==> src/rtl/game_ctrl.sv <==
// rtl/game_ctrl.sv - falling-block game controller: spawn, gravity, move pulses, line/level scoring
// Optional level/speed-up logic is built only when GAME_CTRL_LEVEL_EN is defined.
module game_ctrl #(
  parameter int          BOARD_W   = 10,
  parameter logic [23:0] GRAV_DIV  = 24'd12_500_000,
  parameter logic [23:0] GRAV_STEP = 24'd750_000,
  parameter logic [15:0] SEED      = 16'hACE1
) (
  input  logic       i_clk,
  input  logic       i_rst,
  input  logic       i_start,
  input  logic       i_btn_left,
  input  logic       i_btn_right,
  input  logic       i_btn_rot,
  input  logic       i_btn_down,
  input  logic       i_lock,
  input  logic       i_line_full,
  input  logic [2:0] i_line_cnt,
  input  logic       i_gameover,
  output logic       o_new_piece,
  output logic [2:0] o_shape,
  output logic [1:0] o_rotate,
  output logic [4:0] o_x,
  output logic [4:0] o_y,
  output logic       o_play_en,
  output logic       o_move_left,
  output logic       o_move_right,
  output logic       o_move_rotate,
  output logic       o_move_drop,
  output logic [2:0] o_next_shape,
  output logic [7:0] o_lines,
  output logic [3:0] o_level,
  output logic [1:0] o_state
);

  localparam logic [1:0] S_IDLE  = 2'd0;
  localparam logic [1:0] S_SPAWN = 2'd1;
  localparam logic [1:0] S_PLAY  = 2'd2;
  localparam logic [1:0] S_OVER  = 2'd3;

  localparam logic [4:0] SPAWN_X = 5'(BOARD_W / 2 - 1);

  // Shape 7 does not exist; fold it onto shape 0.
  function automatic logic [2:0] shape_of(input logic [15:0] v);
    shape_of = (v[2:0] == 3'd7) ? 3'd0 : v[2:0];
  endfunction

  logic [1:0]  state_q, state_d;
  logic [15:0] lfsr_q;
  logic        lfsr_fb;
  logic [2:0]  next_shape_q;
  logic [2:0]  shape_q;
  logic [4:0]  x_q;
  logic [23:0] grav_cnt_q;
  logic [23:0] period;
  logic        in_play;
  logic        grav_wrap;
  logic        grav_clr;
  logic        left_q, right_q, rot_q, drop_q;
  logic [7:0]  lines_q;
  logic [8:0]  lines_sum;

  assign in_play   = (state_q == S_PLAY);
  assign grav_wrap = (grav_cnt_q == period - 24'd1);
  // Counter restarts on spawn, on a natural wrap, and on a soft drop.
  assign grav_clr  = (state_q == S_SPAWN) || (in_play && (grav_wrap || i_btn_down));
  assign lfsr_fb   = lfsr_q[15] ^ lfsr_q[13] ^ lfsr_q[12] ^ lfsr_q[10];
  assign lines_sum = {1'b0, lines_q} + {6'd0, i_line_cnt};

  // State register
  always_ff @(posedge i_clk or posedge i_rst) begin
    if (i_rst) state_q <= S_IDLE;
    else       state_q <= state_d;
  end

  // Next-state logic; gameover wins over lock
  always_comb begin
    state_d = state_q;
    case (state_q)
      S_IDLE:  if (i_start) state_d = S_SPAWN;
      S_SPAWN: state_d = S_PLAY;
      S_PLAY: begin
        if (i_gameover)  state_d = S_OVER;
        else if (i_lock) state_d = S_SPAWN;
      end
      default: state_d = S_OVER;
    endcase
  end

  // Output logic; move pulses are suppressed outside PLAY and during a lock cycle
  always_comb begin
    o_state       = state_q;
    o_new_piece   = (state_q == S_SPAWN);
    o_shape       = (state_q == S_SPAWN) ? next_shape_q : shape_q;
    o_x           = (state_q == S_SPAWN) ? SPAWN_X : x_q;
    o_y           = 5'd0;
    o_rotate      = 2'd0;
    o_play_en     = in_play;
    o_move_left   = left_q  && in_play && !i_lock;
    o_move_right  = right_q && in_play && !i_lock;
    o_move_rotate = rot_q   && in_play && !i_lock;
    o_move_drop   = drop_q  && in_play && !i_lock;
    o_next_shape  = next_shape_q;
    o_lines       = lines_q;
  end

  // Free-running LFSR and preview shape, reloaded when a piece spawns
  always_ff @(posedge i_clk or posedge i_rst) begin
    if (i_rst) begin
      lfsr_q       <= SEED;
      next_shape_q <= shape_of(SEED);
    end else begin
      lfsr_q <= {lfsr_q[14:0], lfsr_fb};
      if (state_q == S_SPAWN) next_shape_q <= shape_of(lfsr_q);
    end
  end

  // Latch the spawned piece so shape and position hold after SPAWN
  always_ff @(posedge i_clk or posedge i_rst) begin
    if (i_rst) begin
      shape_q <= 3'd0;
      x_q     <= 5'd0;
    end else if (state_q == S_SPAWN) begin
      shape_q <= next_shape_q;
      x_q     <= SPAWN_X;
    end
  end

  // Gravity counter runs only in PLAY
  always_ff @(posedge i_clk or posedge i_rst) begin
    if (i_rst)                grav_cnt_q <= 24'd0;
    else if (grav_clr || !in_play) grav_cnt_q <= 24'd0;
    else                      grav_cnt_q <= grav_cnt_q + 24'd1;
  end

  // One-cycle-late move pulses; gravity and soft drop merge into a single drop
  always_ff @(posedge i_clk or posedge i_rst) begin
    if (i_rst) begin
      left_q  <= 1'b0;
      right_q <= 1'b0;
      rot_q   <= 1'b0;
      drop_q  <= 1'b0;
    end else begin
      left_q  <= in_play && i_btn_left;
      right_q <= in_play && i_btn_right && !i_btn_left;
      rot_q   <= in_play && i_btn_rot;
      drop_q  <= in_play && (grav_wrap || i_btn_down);
    end
  end

  // Cumulative cleared lines, saturating
  always_ff @(posedge i_clk or posedge i_rst) begin
    if (i_rst)            lines_q <= 8'd0;
    else if (i_line_full) lines_q <= lines_sum[8] ? 8'hFF : lines_sum[7:0];
  end

`ifdef GAME_CTRL_LEVEL_EN
  logic [3:0]  level_q;
  logic [3:0]  residue_q;
  logic [4:0]  res_sum;
  logic [23:0] period_q;
  logic [23:0] period_calc;

  assign res_sum     = {1'b0, residue_q} + {2'b0, i_line_cnt};
  assign period_calc = GRAV_DIV - GRAV_STEP * {20'd0, level_q};
  assign period      = period_q;
  assign o_level     = level_q;

  // Every ten lines bump the level, saturating at 15
  always_ff @(posedge i_clk or posedge i_rst) begin
    if (i_rst) begin
      level_q   <= 4'd0;
      residue_q <= 4'd0;
    end else if (i_line_full) begin
      if (res_sum >= 5'd10) begin
        residue_q <= 4'(res_sum - 5'd10);
        if (level_q != 4'hF) level_q <= level_q + 4'd1;
      end else begin
        residue_q <= res_sum[3:0];
      end
    end
  end

  // Gravity period is resampled whenever the counter restarts
  always_ff @(posedge i_clk or posedge i_rst) begin
    if (i_rst)         period_q <= GRAV_DIV;
    else if (grav_clr) period_q <= period_calc;
  end
`else
  assign period  = GRAV_DIV;
  assign o_level = 4'd0;
`endif

endmodule

==> config.mk <==
export PLATFORM = sky130hd
export DESIGN_NAME = game_ctrl
export DESIGN_NICKNAME = d
export VERILOG_FILES = /design/src/rtl/game_ctrl.sv
export SDC_FILE = /design/constraint.sdc
export NUM_CORES = 1
export LEC_CHECK = 0
export BUFFER_PORTS_ARGS = -buffer_cell sky130_fd_sc_hd__buf_4
export CAP_MARGIN = 10
export CORE_ASPECT_RATIO = 0.9
export CORE_UTILIZATION = 59
export CTS_CLUSTER_DIAMETER = 200
export DETAILED_ROUTE_END_ITERATION = 8
export GPL_ROUTABILITY_DRIVEN = 0
export HOLD_SLACK_MARGIN = 0.05
export PLACE_DENSITY = 0.85
export SYNTH_ARGS = -nofsm -noshare
export SYNTH_HDL_FRONTEND = slang
export SYNTH_SLANG_ARGS = --single-unit
==> constraint.sdc <==
create_clock -name i_clk -period 5.2 [get_ports i_clk]
set_input_delay 1.04 -clock i_clk [delete_from_list [all_inputs] [get_ports i_clk]]
set_output_delay 1.04 -clock i_clk [all_outputs]
set_load 0.02 [all_outputs]
==> metrics.cfg, run 1 <==
[power_and_ir_drop]
power_frac_comb_pct = 17.6
p_switching_uw = 370
p_int_uw = 906
p_per_area_nw_per_um2 = 375
vdd_drop_max_mv = 0.241
leakage_uw = 0.00153
swShare_pct = 29.0
power.total_uw = 1280
seq_power_share_pct = 44.9
clockPowerShare_pct = 37.5

[worst_setup_path]
worstSetupEndpointType = output port
cp_slowest_stage_delay_ps = 460
path_buf_inv = 1
required_ps = 4160
worstPathCellList = nand2b_1 > mux2_2 > buf_4
crit_family = simple AND/OR/NAND/NOR gates
critical_path_arrival_ps = 1790
critPathKind = reg -> out
cp-start-kind = flop
worstPathMaxFanout = 15
crit_slowest_cell = nand2b_1

[grt]
grt.overflow.total = 0
first_global_vias = 1885
grt_pass1_wl_um = 8470
grt_use_total_pct = 23.6
antenna_found_initial = 0
grt_max_degree = 44

[worst_hold_path]
holdCritPathClass = reg -> reg

[synthesis]
synth_cell_types = 38
synth.yosys.seq_area_share_pct = 57.2
synth_top_flop_cell = dfrtp_1
syn_avg_cell_area_sq_um = 10.9
async_flop_share_pct = 100
synth_edf_count = 0
syn_area_sq_um = 2860
synth_seq_cells = 65
syn-instance-count = 263
ys.warnings.count = 0

[clocking]
postCtsHoldBufs = 0
cts_resized = 0
cts-root-buf = clkbuf_8
cts_tree = yes
ctsLongestPathBuffers = 2
post_cts_buffers = 0
clock-sinks = 65
cts.reportedPaths.clkPinSlew_ps = 80
clock_latency_ps = 340
cts_max_level = 3
numCtsBuffers = 9

[place]
hpwl_um = 3580
io_buffers = 39
place_inst = 359

[timing]
rsz0062_at_grt = false
hold_viol = 0
drv_slew = 0
slew_headroom_pct = 51.8
tns_ps = 0
max_freq_ghz = 0.353
holdWs_ps = 351
worst_pin_slew_ps = 722
setup_viol = 0
finClkSkew_ps = 7.52
min_period_ps = 2830
fin_crit_sh_pct = 54.5

[route]
drt_wl_total_um = 5400
drc = 0
via_per_inst = 5.33
routed-via-count = 1999
wl_per_cell_um = 14.4
ant_nets = 0
first_pass_iters = 4
drt_iter0_drc = 75

[cells_and_area]
diodes = 0
drive_above_1_share_pct = 23.0
final_cell_mix = dfrtp_1 (56), buf_4 (40), nand2_1 (21), nor2_1 (21), o21ai_0 (14)
area_delta_synth_final_pct = 18.8
nNetsFinal = 326
final_cells = 375
final_common_cell = dfrtp_1

[floorplanning]
num_io_pins = 51
dieWidth_um = 75.4
start_util_pct = 62.9
core-area_sq_um = 4550
die_y_um = 68.1
rows = 23
dieArea_sq_um = 5130

[run]
max_cap_violations = 0

[status]
status = completed

-- through the flow --
stage               util, %  setup slack (ps)  area [sq um]
global route           74.8              2260          3400
finish                 74.8              2370          3400
global placement       69.8              2570          3170
detailed placement     69.8              2470          3170
floorplan                 -              2550          2900
CTS                    74.8              2350          3400
-- power by group through the flow --
stage,Clock [uW],Sequential [uW],Combinational [uW]
after floorplan,0,611,109
after global placement,0,579,212
after detailed placement,0,581,223
after CTS,492,572,226
after global routing,511,578,248
final,478,573,225
-- registers in the layout (all words and copies together) (netlist names) --
register,cells
drop_q,1
shape_q,3
grav_cnt_q,24
o_next_shape,3
rot_q,1
left_q,1
o_state,2
right_q,1
x_q,5
o_lines,8
lfsr_q,16
-- layer usage --
layer | share of wire [%] | global-route usage [%] | vias up
met3 | 4.7 | 11.0 | 4
li1 | - | - | 983
met5 | 0 | 0 | -
met2 | 51 | 37.2 | 43
met1 | 44 | 28.5 | 969
met4 | 0.59 | 8.56 | 0
-- worst paths after layout --
check                                    from            end  slack, ps  cells after the start
worst min-delay path                lfsr_q[5]      lfsr_q[6]        350                      0
worst max-delay path               o_state[1]     o_shape[2]       2370                      3
worst max register to register  grav_cnt_q[0]  grav_cnt_q[4]       3200                      5
min in group asynchronous               i_rst     o_lines[5]        720                      2
worst min register to register      lfsr_q[5]      lfsr_q[6]        350                      0
max in group asynchronous               i_rst     lfsr_q[11]       3570                      3
-- layout make-up --
type	instances	area, sq um
multi-input cells	184	1130
clock buffers	9	124
inverters	8	30.0
fillers	323	1150
clock inverters	7	101
repair buffers	40	300
flip-flops and latches	65	1640
well taps	62	77.6
-- worst reg2reg max path: stages, from the launching register on --
cell	delay, ps
dfrtp_1	400
ha_1	240
and4_1	280
and3_1	200
a211o_1	600
nor2_1	130
-- logic make-up after synthesis --
logic type	Yosys count	share of synthesized area [%]
compound gates	33	6.52
xor+xnor	18	5.51
fa+ha+maj	5	2.45
buf+inv	24	4.63
flops	65	57.2
mux	7	2.62
other cells	1	0.131
simple gates	110	20.9
-- cell usage after synthesis (2+ instances only) --
| library cell | instances | share of area [%] |
|---|---|---|
| dfrtp_1 | 56 | 49 |
| nand2_1 | 21 | 2.8 |
| nor2_1 | 21 | 2.8 |
| o21ai_0 | 14 | 2.4 |
| a21oi_1 | 12 | 2.1 |
| or3_1 | 12 | 2.6 |
| buf_4 | 11 | 2.9 |
| and2_1 | 10 | 2.2 |
| nand3_1 | 10 | 1.7 |
| xnor2_1 | 10 | 3.1 |
| dfstp_2 | 9 | 8.3 |
| inv_1 | 8 | 1.0 |
| nand4_1 | 8 | 1.7 |
| xor2_1 | 8 | 2.4 |
| and3_1 | 4 | 0.87 |
| and4_1 | 4 | 1.2 |
| ha_1 | 4 | 1.7 |
| mux2_2 | 4 | 1.6 |
| nand2b_1 | 4 | 0.87 |
| or4_1 | 4 | 1.0 |
| a21o_1 | 3 | 0.79 |
| mux2i_1 | 3 | 1.0 |
| nor4_1 | 3 | 0.66 |
| buf_1 | 2 | 0.26 |
| clkbuf_1 | 2 | 0.26 |
| nand3_2 | 2 | 0.70 |
| nor2b_1 | 2 | 0.44 |
| nor3_1 | 2 | 0.35 |
Power figures use the tool's default switching activity.
==> inputs of run 2 (changes only) <==
- ABC_AREA: not set -> 1
- CORE_UTILIZATION: 59 -> 56
- PLACE_DENSITY: 0.85 -> 0.8
- clock period: 5.2 -> 2.7 ns (I/O delays scaled with it)
==> metrics.cfg, run 2 <==
[floorplanning]
start_util_pct = 58.4
dieWidth_um = 80.3
die_y_um = 72.4
num_io_pins = 51
core-area_sq_um = 5290
dieArea_sq_um = 5810
rows = 25

[clocking]
ctsLongestPathBuffers = 2
post_cts_buffers = 0
clock-sinks = 65
cts_max_level = 3
numCtsBuffers = 9
postCtsHoldBufs = 0
clock_latency_ps = 340
cts.reportedPaths.clkPinSlew_ps = 70
cts-root-buf = clkbuf_8
cts_tree = yes
cts_resized = 0

[route]
ant_nets = 0
wl_per_cell_um = 11.6
drt_iter0_drc = 112
drc = 0
routed-via-count = 2341
first_pass_iters = 4
drt_wl_total_um = 5570
via_per_inst = 4.87

[timing]
min_period_ps = 2130
hold_viol = 0
fin_crit_sh_pct = 78.9
holdWs_ps = 297
max_freq_ghz = 0.470
rsz0062_at_grt = false
slew_headroom_pct = 56.1
worst_pin_slew_ps = 657
tns_ps = 0
setup_viol = 0
drv_slew = 0
finClkSkew_ps = 8.20

[worst_setup_path]
worstSetupEndpointType = output port
required_ps = 2160
cp-start-kind = flop
critical_path_arrival_ps = 1590
critPathKind = reg -> out
worstPathMaxFanout = 14

[synthesis]
synth.top_cells.by_count = nand2_1 (85), nor2_1 (79), dfrtp_1 (56), inv_1 (40), nand3_1 (19)
synth.yosys.seq_area_share_pct = 53.1
syn-instance-count = 361
synth.top_cell.area_share_pct = 45.4
yosysTopAreaCell = dfrtp_1
synth_top_flop_cell = dfrtp_1
synth_seq_cells = 65
syn_area_sq_um = 3090
synth_cell_types = 28
ys.warnings.count = 0
async_flop_share_pct = 100
syn_avg_cell_area_sq_um = 8.55
post-synth-top-count-cell = nand2_1
synth_edf_count = 0
synth_area_leaders = dfrtp_1 (45%), nand2_1 (10%), nor2_1 (9.6%)

[cells_and_area]
final_common_cell = nand2_1
final_cells = 481
nNetsFinal = 427
regArea_sq_um = 1640
area_delta_synth_final_pct = 16.3
fillerInstances = 428
diodes = 0
drive_above_1_share_pct = 19.8
fin_util_pct = 67.9
largest_reg_flops = 24
largest-register = grav_cnt_q
multiInputGateArea_sq_um = 1220
final_cell_mix = nand2_1 (85), nor2_1 (79), dfrtp_1 (56)

[power_and_ir_drop]
p_switching_uw = 667
seq_power_share_pct = 49.6
leakage_uw = 0.00166
vdd_drop_max_mv = 0.555
swShare_pct = 30.2
p_int_uw = 1540
power_frac_comb_pct = 17.1
power.total_uw = 2210
p_per_area_nw_per_um2 = 616
clockPowerShare_pct = 33.3

[place]
hpwl_um = 4110
place_inst = 465
io_buffers = 39

[grt]
grt_use_total_pct = 22.4
first_global_vias = 2153
grt.overflow.total = 0
grt_pass1_wl_um = 9630
grt_max_degree = 36
antenna_found_initial = 0

[worst_hold_path]
holdCritPathClass = in -> async

[run]
max_cap_violations = 0

[status]
status = completed

run 2: changes by cell type after synthesis, moves of 7 or more:
| cell | previous run | this run |
|---|---|---|
| nand4_1 | 8 | 1 |
| nor2_1 | 21 | 79 |
| inv_1 | 8 | 40 |
| nand2_1 | 21 | 85 |
| and2_1 | 10 | 0 |
| or3_1 | 12 | 0 |
| nand3_1 | 10 | 19 |
| a21oi_1 | 12 | 4 |
run 2: power by group through the flow:
stage,combinational (uW),sequential [uW],clock (uW)
floorplan,178,1170,0
global placement,366,1110,0
detailed placement,384,1110,0
CTS,382,1100,762
global route,418,1110,806
finish,378,1100,736
run 2: area by class of cell:
type	instances	area share (%)
Sequential cell	65	45.6
Multi-Input combinational cell	252	33.9
Timing Repair Buffer	41	8.92
Inverter	40	4.18
Clock buffer	10	3.83
Tap cell	67	2.33
Clock inverter	6	1.18
run 2: final timing paths:
path,from,end,slack [ps],depth (start not counted)
hold / removal,i_rst,o_next_shape[1],300,2
setup reg to reg,grav_cnt_q[0],grav_cnt_q[16],960,6
min in group i_clk,lfsr_q[3],lfsr_q[4],350,0
hold reg to reg,lfsr_q[3],lfsr_q[4],350,0
setup / recovery,o_state[0],o_shape[1],570,6
max in group asynchronous,i_rst,lfsr_q[5],1740,3
run 2: metal layers:
layer	global-route usage, %	vias up	wire length, um
met5	0	-	0
met4	7.14	0	67
met3	7.80	4	334
met2	33.0	86	2510
met1	31.2	1072	2670
li1	-	1179	-
run 2: through the flow:
stage	instance area [sq um]	setup WS, ps
2_1_floorplan	3120	548
6_report	3590	571
3_3_place_gp	3410	834
5_1_grt	3590	345
4_1_cts	3590	545
3_5_place_dp	3410	752
run 2: kinds of logic after synthesis:
kind of cell | count (synthesis) | share of synthesized area [%]
AO/OA/AOI/OAI | 17 | 3.04
XOR/XNOR | 18 | 5.11
adder cells (fa/ha/maj) | 5 | 2.27
buffers and inverters | 54 | 8.67
flip-flops | 65 | 53.1
other | 1 | 0.121
AND/OR/NAND/NOR | 201 | 27.7
run 2: critical path: stages (launching register included):
cell     delay, ps
dfrtp_1        420
inv_1           60
nor2_1          80
buf_4          190
inv_1          110
o21ai_0        210
buf_4          180
==> inputs of run 3 (changes only) <==
- CORE_UTILIZATION: 56 -> 50
- PLACE_DENSITY: 0.8 -> 0.76
- clock period: 2.7 -> 1.75 ns (I/O delays scaled with it)
==> metrics.cfg, run 3 (same netlist as run 2, synthesis figures left out) <==
[worst_hold_path]
holdCritPathClass = in -> reg
whs_path_depth = 3

[route]
via_per_inst = 4.87
drt_iter0_drc = 177
routed-via-count = 2422
wl_per_cell_um = 12.6
drc = 1
first_pass_iters = 6
drt_wl_total_um = 6280
ant_nets = 0

[timing]
setup_ws_ps = -8.82
holdWs_ps = 214
setup_viol = 1
min_period_ps = 1760
fin_crit_sh_pct = 101
finClkSkew_ps = 11.0
hold_viol = 0
drv_slew = 0
rsz0062_at_grt = true
max_freq_ghz = 0.569

[cells_and_area]
multiInputGateArea_sq_um = 1280
regArea_sq_um = 1640
largest-register = grav_cnt_q
drive_above_1_share_pct = 25.1
final_common_cell = nand2_1
fin_area_sq_um = 3810
fillerInstances = 473
diodes = 0
nNetsFinal = 440
area_delta_synth_final_pct = 23.5
fin_util_pct = 65.5
largest_reg_flops = 24
final_cell_mix = nand2_1 (81), nor2_1 (74), dfrtp_1 (55)

[grt]
use_met1_pct = 28.6
gr-usage-met3_pct = 7.37
grt_use_total_pct = 21.6
grt_pass1_wl_um = 10700
grt_max_degree = 31
first_global_vias = 2347
use_met2_pct = 33.1
top_usage_layer = met2
grt.overflow.total = 0
antenna_found_initial = 0

[place]
io_buffers = 39
place_area_sq_um = 3450
hpwl_um = 4280

[clocking]
clock-sinks = 65
cts_tree = yes
clock_latency_ps = 350
cts-root-buf = clkbuf_8
cts_max_level = 3
cts.reportedPaths.clkPinSlew_ps = 70
numCtsBuffers = 9
ctsLongestPathBuffers = 2

[worst_setup_path]
critPathKind = reg -> out
critical_path_arrival_ps = 1410
worstSetupEndpointType = output port
cp.depth = 4
path_buf_inv = 2
path_common_cell = buf_6
required_ps = 1400
cp_slowest_stage_delay_ps = 450
crit_family = flip-flops
worstPathCellList = nor2_4 > buf_6 > or2_4 > buf_6
cp-start-kind = flop
worstRegToRegCells = 7
crit_slowest_cell = dfrtp_2
worstPathMaxFanout = 5

[floorplanning]
dieWidth_um = 84.8
dieArea_sq_um = 6490
start_util_pct = 53.0
num_io_pins = 51
core-area_sq_um = 5820
rows = 26
die_y_um = 76.5

[power_and_ir_drop]
power.total_uw = 3530
p_int_uw = 2530
seq_power_share_pct = 48.1
leakage_uw = 0.00176
vdd_drop_max_mv = 0.696
clockPowerShare_pct = 35.0
p_switching_uw = 999
swShare_pct = 28.3
p_per_area_nw_per_um2 = 927
power_frac_comb_pct = 16.9

[status]
status = finished, violations left
violations = DRC, setup timing

[run]
max_cap_violations = 0

run 3: changes by cell type in the layout (fill, tap and decap cells not counted), sizes merged:
cell,before,now
dlygate4sd3,0,1
bufinv,0,1
inv,41,39
clkbuf,10,13
buf,41,53
clkinv,3,1
run 3: final timing paths:
kind | slack (ps) | end | startpoint
worst max register to register | 80 | o_lines[6] | o_lines[0]
worst min register to register | 360 | lfsr_q[7] | lfsr_q[6]
worst max-delay path | -9 | o_x[2] | o_state[1]
worst min-delay path | 210 | rot_q | i_btn_rot
min in group asynchronous | 570 | lfsr_q[2] | i_rst
max in group asynchronous | 630 | lfsr_q[15] | i_rst
run 3: worst min-delay path, cell delays in order:
cell and delay [ps]:
buf_4 100, inv_1 40, nor2_1 30
run 3: area by class of cell:
type	instances	area share (%)
well taps	70	2.30
clock inverters	3	1.12
multi-input cells	252	33.7
clock buffers	13	3.91
repair buffers	54	11.9
flip-flops and latches	65	43.0
inverters	40	4.10
run 3: stage by stage:
stage / setup TNS, ps / worst slack (ps) / std cells
finish: -8.82 / -8.82 / 497
global placement: 0 / 57.6 / 472
CTS: 0 / 9.06 / 494
floorplan: 0 / 3.11 / 371
global route: -439 / -62.6 / 497
detailed placement: 0 / 2.12 / 472
run 3: power by group through the flow:
stage / clock network [uW] / registers [uW] / logic [uW]
2_1_floorplan: 0 / 1800 / 275
3_3_place_gp: 0 / 1720 / 568
3_5_place_dp: 0 / 1710 / 594
4_1_cts: 1270 / 1690 / 599
5_1_grt: 1350 / 1710 / 657
6_report: 1240 / 1700 / 597
run 3: repair_timing:
item | 4_1_cts | 5_1_grt
pin swaps | 2 | 4
buffers inserted | 5 | 2
cloned | 0 | 1
endpoints found under the hold margin | 13 | 0
resized for setup | 12 | 23
endpoints found under the setup margin | 13 | 11
hold buffers | 1 | 0
run 3: layer usage:
metal	routed length (um)	share of wire, %	vias up
li1	-	-	1200
met1	2830	45	1147
met2	2980	47	63
met3	371	5.9	12
met4	95	1.5	0
met5	0	0	-
